<file path="config.mk">
export PLATFORM = sky130hd
export DESIGN_NAME = spike_rate_decoder
export DESIGN_NICKNAME = d
export VERILOG_FILES = /design/src/rtl/spike_rate_decoder.sv
export SDC_FILE = /design/constraint.sdc
export NUM_CORES = 1
export LEC_CHECK = 0
export ABC_AREA = 0
export CORE_UTILIZATION = 40
export CTS_BUF_LIST = sky130_fd_sc_hd__clkbuf_16
export CTS_CLUSTER_SIZE = 20
export DETAILED_ROUTE_END_ITERATION = 6
export DONT_BUFFER_PORTS = 1
export GPL_TIMING_DRIVEN = 0
export MAX_ROUTING_LAYER = met4
export PLACE_DENSITY = 0.59
export SLEW_MARGIN = 0
export SYNTH_ARGS = -nofsm -noshare
export SYNTH_HDL_FRONTEND = slang
export SYNTH_SLANG_ARGS = --single-unit
</file>
<file path="constraint.sdc">
create_clock -name clk -period 2 [get_ports clk]
set_input_delay 0.3 -clock clk [delete_from_list [all_inputs] [get_ports clk]]
set_output_delay 0.3 -clock clk [all_outputs]
set_load 0.01 [all_outputs]
</file>
<file path="src/rtl/spike_rate_decoder.sv">
// Spike-train decoder: counts rising spike edges over a 2^WINDOW_LOG2-cycle
// window to give a firing rate, and measures the inter-spike interval (ISI)
// between consecutive edges. Both results are registered and announced with
// one-cycle valid pulses.
module spike_rate_decoder #(
    parameter int WINDOW_LOG2 = 8,
    parameter int SYNC_STAGES = 0
) (
    input  logic       clk,
    input  logic       rst_n,
    input  logic       ena,
    input  logic       spike_in,
    output logic [7:0] rate,
    output logic       rate_valid,
    output logic       rate_sat,
    output logic [7:0] isi,
    output logic       isi_valid
);

    // Saturating edge accumulator; 256 is the "more than 255" marker.
    function automatic logic [8:0] sat_inc9(input logic [8:0] v, input logic inc);
        logic [8:0] r;
        if (inc && (v != 9'd256)) begin
            r = v + 9'd1;
        end else begin
            r = v;
        end
        return r;
    endfunction

    // Saturating 8-bit interval counter increment.
    function automatic logic [7:0] sat_inc8(input logic [7:0] v);
        logic [7:0] r;
        if (v == 8'hFF) begin
            r = v;
        end else begin
            r = v + 8'd1;
        end
        return r;
    endfunction

    logic                   s_s;
    logic                   s_q_r;
    logic [WINDOW_LOG2-1:0] win_cnt_r;
    logic [8:0]             count_r;
    logic [7:0]             isi_cnt_r;
    logic                   first_seen_r;
    logic [7:0]             rate_r;
    logic                   rate_sat_r;
    logic                   rate_valid_r;
    logic [7:0]             isi_r;
    logic                   isi_valid_r;

    logic                   edge_s;
    logic                   last_s;
    logic [9:0]             total_s;
    logic [7:0]             rate_next_s;
    logic                   sat_next_s;
    logic [8:0]             count_next_s;
    logic [7:0]             isi_cnt_next_s;

    generate
        if (SYNC_STAGES == 2) begin : g_sync
            logic [1:0] sync_r;
            // Two-flop synchroniser for pin-sourced spikes; samples even when ena is low
            always_ff @(posedge clk or negedge rst_n) begin
                if (!rst_n) begin
                    sync_r <= 2'b00;
                end else begin
                    sync_r <= {sync_r[0], spike_in};
                end
            end
            assign s_s = sync_r[1];
        end else begin : g_direct
            assign s_s = spike_in;
        end
    endgenerate

    // Edge detect, window-close totals and next counter values
    always_comb begin
        edge_s  = s_s & ~s_q_r;
        last_s  = &win_cnt_r;
        // An edge in the closing cycle belongs to the window being closed.
        total_s = {1'b0, count_r} + {9'd0, edge_s};
        if (total_s > 10'd255) begin
            rate_next_s = 8'hFF;
            sat_next_s  = 1'b1;
        end else begin
            rate_next_s = total_s[7:0];
            sat_next_s  = 1'b0;
        end
        if (last_s) begin
            count_next_s = 9'd0;
        end else begin
            count_next_s = sat_inc9(count_r, edge_s);
        end
        // The edge cycle itself is cycle 1 of the following interval.
        if (edge_s) begin
            isi_cnt_next_s = 8'd1;
        end else begin
            isi_cnt_next_s = sat_inc8(isi_cnt_r);
        end
    end

    // Window counter, edge count and registered rate outputs
    always_ff @(posedge clk or negedge rst_n) begin
        if (!rst_n) begin
            s_q_r        <= 1'b0;
            win_cnt_r    <= '0;
            count_r      <= 9'd0;
            rate_r       <= 8'd0;
            rate_sat_r   <= 1'b0;
            rate_valid_r <= 1'b0;
        end else if (ena) begin
            s_q_r     <= s_s;
            win_cnt_r <= win_cnt_r + {{(WINDOW_LOG2-1){1'b0}}, 1'b1};
            count_r   <= count_next_s;
            if (last_s) begin
                rate_r       <= rate_next_s;
                rate_sat_r   <= sat_next_s;
                rate_valid_r <= 1'b1;
            end else begin
                rate_valid_r <= 1'b0;
            end
        end else begin
            rate_valid_r <= 1'b0;
        end
    end

    // Interval counter and registered ISI outputs; the first edge only arms reporting
    always_ff @(posedge clk or negedge rst_n) begin
        if (!rst_n) begin
            isi_cnt_r    <= 8'd0;
            first_seen_r <= 1'b0;
            isi_r        <= 8'd0;
            isi_valid_r  <= 1'b0;
        end else if (ena) begin
            isi_cnt_r <= isi_cnt_next_s;
            if (edge_s) begin
                if (first_seen_r) begin
                    isi_r       <= isi_cnt_r;
                    isi_valid_r <= 1'b1;
                end else begin
                    first_seen_r <= 1'b1;
                    isi_valid_r  <= 1'b0;
                end
            end else begin
                isi_valid_r <= 1'b0;
            end
        end else begin
            isi_valid_r <= 1'b0;
        end
    end

    assign rate       = rate_r;
    assign rate_valid = rate_valid_r;
    assign rate_sat   = rate_sat_r;
    assign isi        = isi_r;
    assign isi_valid  = isi_valid_r;

endmodule

</file>
After elaboration in Yosys (flattened, before gate mapping)
Index checks and enable logic that the tools add are counted.
Widths: inputs -> output; s select.
- bits in read-only memories: 0
- logic and storage cells: 39
- memories: 0
- output and inout port bits: 19
- bits in registers: 46
- bits in writable memories: 0
- latch bits: 0
- muxes and demuxes: 11
- multipliers: 0
- shift-type cells: 0
- equal/unequal tests: 3
- reduce and logical (&&, ||, !) cells: 8
- divide/modulo/power cells: 0
- $lt $le $gt $ge: 1
- $add $sub $neg: 4
- bitwise logic cells: 2
- operators with widths (cell ; count):
    $mux 8 ; 3
    $mux 9 ; 2
    $add 8x1->8 const B ; 2
    $add 9x1->10 ; 1
    $gt 10x8->1 const B ; 1
    $add 9x1->9 const B ; 1
    $ne 9x9->1 const B ; 1
    $reduce_and 9->1 ; 1
    $eq 8x8->1 const B ; 1
    $reduce_and 8->1 ; 1
    $mux 1 ; 6
    $reduce_and 2->1 ; 3
    $reduce_and 3->1 ; 1
    $ne 2x2->1 const B ; 1
    $reduce_bool 2->1 ; 1
    $and 1x1->1 ; 1
    $logic_and 1x1->1 ; 1
    $not 1->1 ; 1

Longest topological paths before layout
Gate-level depths: netlist (run 1).
- word-level depth: 5
- depth in mapped cells: 9
- mapped depth without buffers: 8

Least setup slack after synthesis (run 1)
Ideal clock, no wire load.
- path type: flip-flop to flip-flop
- from: reg s_q_r
- to: reg rate_r[0], in the netlist rate[0]
- required time: 1923 ps
- data arrival time: 1736 ps
- path slack: 187 ps
- stages on the path, launching flop included: 10
- cells stage by stage: dfrtp_1 -> nand2b_1 -> inv_1 -> ha_1 -> ha_1 -> nand3_1 -> nor3_1 -> and4b_1 -> buf_6 -> a21oi_1
- word-level cells in the longest chain between the ends: 5
- ends and longest elaborated chain (what ; RTL line ; RTL):
    start: declaration ; 43 ; logic s_q_r;
    start signal: assignment ; 115 ; s_q_r <= s_s;
    $not 1->1 * ; 81 ; edge_s = s_s & ~s_q_r;
    $and 1x1->1 * ; 81 ;
    $add 9x1->10 * ; 84 ; total_s = {1'b0, count_r} + {9'd0, edge_s};
    $gt 10x8->1 ; 85 ; if (total_s > 10'd255) begin
    $mux 8 * ; 85 ;
    end signal: assignment ; 119 ; rate_r <= rate_next_s;
    end: declaration ; 48 ; logic [7:0] rate_r;
Mark *: on every way between the ends. The rest lies on a longest branch, timed or not.
A chain may end at the register's enable or synchronous reset.

Worst setup path after layout (run 1)
- from: reg s_q_r
- to: reg rate_r[1], in the netlist rate[1]
The elaborated chain is that of the path after synthesis.

==> results of run 1 <==
## cells in the final DEF (no fill, tap or decap), drive strengths merged, types with 5 or more instances in the layout
cell    netlist  final
a21oi        13     13
buf           7      8
clkbuf        1      6
dfrtp        46     46
ha            6      6
inv           8      8
mux2         10     10
nand2        13     13
nand3         7      7
nand4         8      8
nor2         22     22
nor3          5      5
o21ai         6      6
xnor2         9      9
xor2         11     11
## per-layer routing
layer / vias to the layer above / part of all wire (%) / GRT usage [%]
li1: 735 / - / -
met1: 747 / 48 / 19.5
met2: 23 / 47 / 23.4
met3: 5 / 3.2 / 4.79
met4: 0 / 1.7 / 6.92
met5: - / 0 / -
## final cells by class
type,count,share of cell area (%)
plain buffers,8,1.90
repair buffers,2,1.50
flip-flops and latches,46,45.9
well taps,70,3.49
clock buffers,5,4.99
multi-input cells,141,40.9
inverters,8,1.20
clock inverters,1,0.150
## flip-flops by register name, summed over array words and instances, names as in the netlist, 8 cells and up
register	count
win_cnt_r	8
rate	8
isi	8
count_r	9
isi_cnt_r	8
## power by group through the flow
stage          clock (mW)  combinational, mW  sequential (mW)
2_1_floorplan           0              0.402             1.30
3_3_place_gp            0              0.462             1.34
3_5_place_dp            0              0.471             1.34
4_1_cts             0.787              0.509             1.33
5_1_grt             0.825              0.598             1.36
6_report            0.761              0.519             1.33
## critical path, stage by stage (launching register included)
cell and delay (ns):
dfrtp_1 0.40, nand2b_4 0.16, inv_2 0.09, ha_2 0.22, ha_4 0.16, nand3_4 0.10, nor3_2 0.16, and4b_1 0.21
buf_6 0.14, a21oi_1 0.15
## kinds of logic (layout without fill, tap and decap cells)
group,count (synthesis),after routing,synth area share (%)
simple gates,73,73,18.9
flops,46,46,52.0
compound gates,31,31,8.81
xor+xnor,20,20,7.91
buf+inv,16,24,3.50
mux,11,11,5.54
fa+ha+maj,6,6,3.39
## worst paths after layout
check | slack [ns] | end | start
min in group asynchronous | 0.53 | isi[4]$_DFFE_PN0P_ | rst_n
setup / recovery | 0.13 | rate[1]$_DFFE_PN0P_ | s_q_r$_DFFE_PN0P_
hold reg to reg | 0.47 | win_cnt_r[7]$_DFFE_PN0P_ | win_cnt_r[7]$_DFFE_PN0P_
setup reg to reg | 0.13 | rate[1]$_DFFE_PN0P_ | s_q_r$_DFFE_PN0P_
max in group asynchronous | 1.25 | count_r[8]$_DFFE_PN0P_ | rst_n
hold / removal | 0.18 | s_q_r$_DFFE_PN0P_ | spike_in
## timing repair
action | in CTS | in global routing
setup endpoints to repair | 9 | 9
buffers inserted | 0 | 0
pin swaps | 0 | 0
resized for setup | 4 | 4
hold buffers | 2 | 0
hold endpoints to repair | 46 | 0
## metrics by stage
step | setup WS [ns] | power (mW) | instances | hold WS, ns | utilization [%]
3_3_place_gp | -0.0709 | 1.80 | 273 | 0.00537 | 44.2
2_1_floorplan | 0.187 | 1.70 | 203 | 0.00441 | -
3_5_place_dp | -0.104 | 1.81 | 273 | 0.00540 | 44.2
5_1_grt | -0.0246 | 2.79 | 281 | 0.177 | 48.2
4_1_cts | 0.0500 | 2.62 | 281 | 0.177 | 47.7
6_report | 0.133 | 2.61 | 281 | 0.182 | 48.2
==> flow_summary.yaml, run 1 <==
pwr:
  irDropWorstVdd_mv: 0.506
  p_per_area_nw_per_um2: 1040
  switching_share_pct: 30.7
  pwr-share-comb_pct: 19.9
  pwr-share-clk_pct: 29.1
  p_int_mw: 1.81
  p_leak_nw: 1.16
  switchingPower_uw: 802
  seqPwrFrac_pct: 51.0
logic_synthesis:
  synth.most_common_cell: "dfrtp_1"
  synth.avg_cell_area_um2: 10.9
  yosys-top-cells-area: "dfrtp_1 52%, mux2_2 5.1%, xor2_1 4.4%"
  yosysWarnings: 0
  synth.top_cell.area_share_pct: 52.0
  synthTopCellsByCount: "46 x dfrtp_1, 22 x nor2_1, 13 x a21oi_1"
  synthFlopType: "dfrtp_1"
  yosys_register_bits: 46
  ys_seq_area_share_pct: 52.0
  synth_nets: 213
  synth.distinct_cells: 43
  synthCells: 203
  syn_area_um2: 2210
  yosysTopAreaCell: "dfrtp_1"
  async_flop_share_pct: 100
  synth_edf_count: 0
clocking:
  cts_tree: "yes"
  cts-root-buf: "clkbuf_16"
  clockBufferDepth: 2
  cts.clk_slew.worst_paths_ns: 0.06
  cts_sinks: 46
  numCtsBuffers: 5
  htreeDepth: 2
  clock_latency_ns: 0.28
layout:
  area_growth_syn_to_layout_pct: 13.3
  nFillCells: 495
  nNetsFinal: 222
  seqCellArea_um2: 1150
  num_antenna_cells: 0
  fin_area_um2: 2510
  drive_above_1_share_pct: 17.1
  multi_input_area_um2: 1030
die:
  die-height_um: 76.4
  io_pins: 23
  rows: 26
  coreArea_um2: 5200
  die_w_um: 76.4
  initial_utilization_pct: 42.5
  die-area_um2: 5840
grt:
  antenna_found_initial: 0
  gr-usage-all-layers_pct: 15.7
  grt_pass1_wl_mm: 6.96
  grt_max_degree: 47
  grt.overflow.total: 0
  grt_pass1_vias: 1453
routing:
  via_per_inst: 5.37
  wl_per_cell_um: 14.1
  drt-total-wl_mm: 3.97
  drt.antenna.violating_nets: 0
  dr.pass1.iters: 4
  vias: 1510
  drc: 0
  drtIter0Drc: 103
worst_setup_path:
  reg2reg_depth: 9
  critPathRequiredTime_ns: 2.20
  critical_path_class: "register to register"
  arrival_ns: 2.07
  crit_path_max_fanout: 9
  start_kind: "register"
  endpoint_kind: "register"
placement:
  io_buffers: 0
  routabilityCongestion: 0.846
  place_area_um2: 2300
  place_hpwl_mm: 2.61
run_status:
  status: "finished clean"
sta:
  max_slew.worst_pin.slew_ns: 0.417
  timing.final.setup_violations: 0
  max_freq_ghz: 0.536
  slew_viol_final: 0
  period_minus_slack_ns: 1.87
  slew_headroom_pct: 71.5
  final.setup_skew_ns: 0.00305
  timing.setup.tns_ns: 0
  final_hold_viol_count: 0
  fin_crit_sh_pct: 93.3
run:
  max_cap_viol_count: 0
worst_hold_path:
  holdPathStages: 1
  worstHoldPathType: "input port to register"
Power figures use the tool's default switching activity.
==> inputs of run 2 (changes only) <==
Settings changed: CORE_ASPECT_RATIO from default to 1.1, CTS_BUF_LIST sky130_fd_sc_hd__clkbuf_16 to default.
==> flow_summary.yaml, run 2 (synthesized netlist as in run 1, its figures left out) <==
run_status:
  status: "finished clean"
worst_hold_path:
  holdPathStages: 1
  worstHoldPathType: "input port to register"
pwr:
  pwr-share-clk_pct: 23.9
  p_per_area_nw_per_um2: 976
  p_leak_nw: 1.14
  pwr-share-comb_pct: 21.0
  p_int_mw: 1.64
  switching_share_pct: 31.8
  finalPower_mw: 2.40
  switchingPower_uw: 764
  irDropWorstVdd_mv: 0.447
  seqPwrFrac_pct: 55.2
routing:
  wl_per_cell_um: 13.5
  dr.pass1.iters: 4
  via_per_inst: 5.14
  vias: 1479
  drt-total-wl_mm: 3.88
  drtIter0Drc: 76
  drc: 0
  drt.antenna.violating_nets: 0
layout:
  nNetsFinal: 222
  multi_input_area_um2: 1010
  utilization_pct: 45.9
  num_antenna_cells: 0
  area_growth_syn_to_layout_pct: 11.0
  largest_register: "count_r"
  layout_common_cells: "46 x dfrtp_1, 22 x nor2_1, 12 x nand2_1, 12 x a21oi_1, 11 x xor2_1"
  nFillCells: 519
  largest_reg_flops: 9
  drive_above_1_share_pct: 17.8
  final_common_cell: "dfrtp_1"
  fin_cells: 288
  seqCellArea_um2: 1150
grt:
  antenna_found_initial: 0
  grt_pass1_vias: 1462
  grt_pass1_wl_mm: 6.64
  grt_max_degree: 47
  grt.overflow.total: 0
  gr-usage-all-layers_pct: 15.2
placement:
  place_hpwl_mm: 2.60
  post-place-ws_ns: -0.0901
  io_buffers: 0
  routabilityCongestion: 0.773
  place_inst: 278
die:
  io_pins: 23
  rows: 28
  die-area_um2: 5840
  die_w_um: 72.9
  initial_utilization_pct: 41.3
  coreArea_um2: 5360
  die-height_um: 80.0
clocking:
  cts_tree: "yes"
  cts.clk_slew.worst_paths_ns: 0.08
  htreeDepth: 2
  cts_sinks: 46
  cts_setup_buffers: 0
  numCtsBuffers: 5
  clock_latency_ns: 0.29
  cts-root-buf: "clkbuf_8"
  clockBufferDepth: 2
worst_setup_path:
  crit_path_max_fanout: 9
  slowest_stage: "dfrtp_1"
  path_cells: "nand2b_4 -> inv_2 -> ha_2 -> ha_2 -> nand3_2 -> nor3_1 -> and4b_1 -> buf_6 -> a21oi_1"
  crit_cells: 9
  critical_path_class: "register to register"
  endpoint_kind: "register"
  path_common_cell: "ha_2"
  start_kind: "register"
  critPathRequiredTime_ns: 2.22
  arrival_ns: 2.12
  reg2reg_depth: 9
  critical_path.max_stage_delay_ns: 0.40
  cp_num_buf_inv: 2
  cp_top_family: "simple AND/OR/NAND/NOR gates"
sta:
  slew_viol_final: 0
  final.setup_skew_ns: 0.00666
  timing.final.setup_violations: 0
  rsz0062_at_grt: "no"
  slew_headroom_pct: 71.5
  final_hold_viol_count: 0
  fin_ws_ns: 0.100
  fin_crit_sh_pct: 95.0
  max_freq_ghz: 0.526
  period_minus_slack_ns: 1.90
  max_slew.worst_pin.slew_ns: 0.425
run:
  max_cap_viol_count: 0
==> run 2: stage by stage <==
| stage | hold slack, ns | cell area, µm² | TNS, ns |
|---|---|---|---|
| final | 0.161 | 2460 | 0 |
| after floorplan | 0.00441 | 2210 | 0 |
| after CTS | 0.147 | 2450 | 0 |
| after global routing | 0.138 | 2460 | 0 |
| after detailed placement | 0.00626 | 2310 | -0.598 |
| after global placement | 0.00583 | 2310 | -0.223 |
==> run 2: power groups by stage <==
stage                     registers, mW  logic, mW  clock network (mW)
after global routing               1.35      0.580               0.644
after global placement             1.34      0.463                   0
final                              1.32      0.503               0.573
after floorplan                    1.30      0.402                   0
after detailed placement           1.34      0.473                   0
after CTS                          1.33      0.512               0.605
==> run 2: routing by layer <==
metal / vias up / wire length [µm] / GRT usage [%]
met3: 4 / 76 / 3.28
li1: 725 / - / -
met1: 732 / 1910 / 18.7
met4: 0 / 44 / 6.27
met2: 18 / 1860 / 24.2
met5: - / 0 / -
==> run 2: layout make-up <==
| cell class | instances | area share [%] |
|---|---|---|
| sequential | 46 | 46.8 |
| buffer | 8 | 1.93 |
| clock inverter | 1 | 0.204 |
| clock buffer | 7 | 3.51 |
| multi-input combinational | 141 | 41.0 |
| inverter | 8 | 1.22 |
| timing repair buffer | 2 | 1.53 |
| tap | 75 | 3.82 |
==> run 2: worst paths after layout <==
path                            slack (ns)                  endpoint                startpoint
worst min register to register        0.47  win_cnt_r[7]$_DFFE_PN0P_  win_cnt_r[7]$_DFFE_PN0P_
min in group asynchronous             0.51  isi_cnt_r[3]$_DFFE_PN0P_                     rst_n
worst max-delay path                   0.1       rate[1]$_DFFE_PN0P_         s_q_r$_DFFE_PN0P_
worst max register to register         0.1       rate[1]$_DFFE_PN0P_         s_q_r$_DFFE_PN0P_
worst min-delay path                  0.16         s_q_r$_DFFE_PN0P_                  spike_in
max in group asynchronous             1.26  first_seen_r$_DFFE_PN0P_                     rst_n
==> run 2: timing repair <==
item                                    4_1_cts  5_1_grt
pin swaps                                     0        0
gates resized for setup                       4        3
hold buffers                                  2        0
gates cloned                                  0        0
hold endpoints to repair                     46        0
endpoints found under the setup margin        9        6
==> inputs of run 3 (changes only) <==
Settings changed: CORE_UTILIZATION 40 to 30, PLACE_DENSITY 0.59 to 0.49.
==> flow_summary.yaml, run 3 (synthesized netlist as in run 1, its figures left out) <==
run_status:
  status: "finished, violations left"
  violations: "design-rule violations"
die:
  io_pins: 23
  die_w_um: 83.9
  die-height_um: 92.1
  initial_utilization_pct: 31.2
  coreArea_um2: 7090
  die-area_um2: 7730
  rows: 32
pwr:
  irDropWorstVdd_mv: 0.324
  p_per_area_nw_per_um2: 1020
  p_leak_nw: 1.17
worst_setup_path:
  path_cells: "nand2b_4 -> inv_2 -> ha_2 -> ha_4 -> nand3_4 -> nor3_2 -> and4b_1 -> buf_6 -> a21oi_1"
  endpoint_kind: "register"
  critPathRequiredTime_ns: 2.22
  start_kind: "register"
  crit_path_max_fanout: 9
  slowest_stage: "dfrtp_1"
  critical_path.max_stage_delay_ns: 0.41
  arrival_ns: 2.03
  cp_num_buf_inv: 2
  cp_top_family: "simple AND/OR/NAND/NOR gates"
  critical_path_class: "register to register"
grt:
  antenna_found_initial: 0
  use_met3_pct: 3.42
  grt_pass1_wl_mm: 7.49
  grt_pass1_vias: 1516
  met2_usage_pct: 20.3
  grt_use_met1_pct: 15.4
  gr-usage-all-layers_pct: 12.7
  top_usage_layer: "met2"
  grt_max_degree: 47
  grt.overflow.total: 0
run:
  max_cap_viol_count: 0
layout:
  nFillCells: 716
  area_growth_syn_to_layout_pct: 14.1
  drive_above_1_share_pct: 19.1
  fin_cells: 300
  fin_area_um2: 2530
  largest_reg_flops: 9
  seqCellArea_um2: 1150
  final_common_cell: "dfrtp_1"
  largest_register: "count_r"
  num_antenna_cells: 0
  layout_common_cells: "46 x dfrtp_1, 22 x nor2_1, 13 x a21oi_1"
  nNetsFinal: 224
  multi_input_area_um2: 1030
  utilization_pct: 35.6
sta:
  slew_viol_final: 0
  final.setup_skew_ns: 0.0119
  max_slew.worst_pin.slew_ns: 0.406
  fin_crit_sh_pct: 90.3
  rsz0062_at_grt: "no"
  slew_headroom_pct: 72.3
  period_minus_slack_ns: 1.81
  timing.final.setup_violations: 0
  timing.hold.ws_ns: 0.147
  final_hold_viol_count: 0
  max_freq_ghz: 0.554
clocking:
  clock_latency_ns: 0.31
  cts_tree: "yes"
  cts_sinks: 46
  clockBufferDepth: 2
  cts.clk_slew.worst_paths_ns: 0.09
  numCtsBuffers: 5
  cts-root-buf: "clkbuf_8"
  htreeDepth: 2
routing:
  drt-total-wl_mm: 4.24
  wl_per_cell_um: 14.1
  via_per_inst: 5.07
  vias: 1520
  drtIter0Drc: 90
  dr.pass1.iters: 6
  drc: 6
  drt.antenna.violating_nets: 0
placement:
  place_hpwl_mm: 2.89
  place_area_um2: 2320
  routabilityCongestion: 0.733
  place_inst: 288
  io_buffers: 0
worst_hold_path:
  worstHoldPathType: "input port to register"
run 3: layout make-up:
cell class	count	area share, %
buffer	8	1.88
clock buffer	5	2.72
clock inverter	3	1.73
inverter	8	1.19
multi-input combinational	141	40.6
sequential	46	45.6
tap	85	4.21
timing repair buffer	4	2.08
run 3: what timing repair did:
action                                  4_1_cts  5_1_grt
hold buffers                                  2        0
pin swaps                                     0        0
endpoints found under the setup margin        9        9
hold endpoints to repair                     46        0
setup buffers                                 1        1
gates cloned                                  0        0
resized for setup                             3        6
run 3: path summary, 6_finish.rpt:
check	from	end	slack (ns)	depth (start not counted)
worst max-delay path	s_q_r$_DFFE_PN0P_	rate[1]$_DFFE_PN0P_	0.19	9
worst min-delay path	spike_in	s_q_r$_DFFE_PN0P_	0.15	1
worst max register to register	s_q_r$_DFFE_PN0P_	rate[1]$_DFFE_PN0P_	0.19	9
worst min register to register	win_cnt_r[7]$_DFFE_PN0P_	win_cnt_r[7]$_DFFE_PN0P_	0.48	1
max in group asynchronous	rst_n	rate[1]$_DFFE_PN0P_	1.27	2
min in group asynchronous	rst_n	isi_valid$_DFF_PN0_	0.49	2
run 3: through the flow:
step	total power [mW]	TNS (ns)	setup slack [ns]
after floorplan	1.70	0	0.187
after global placement	1.81	-0.617	-0.0937
after detailed placement	1.83	-0.843	-0.124
after CTS	2.59	0	0.00000755
after global routing	2.75	0	0.0234
final	2.57	0	0.195
run 3: where the power goes:
| group | internal (mW) | total [mW] | switching, mW |
|---|---|---|---|
| Sequential | 1.11 | 1.33 | 0.221 |
| Clock | 0.375 | 0.706 | 0.332 |
| Combinational | 0.257 | 0.529 | 0.272 |
run 3: layer usage:
| layer | part of all wire (%) | up-vias |
|---|---|---|
| met5 | 0 | - |
| met4 | 1.6 | 0 |
| met3 | 3.6 | 5 |
| met2 | 47 | 24 |
| met1 | 48 | 758 |
| li1 | - | 733 |
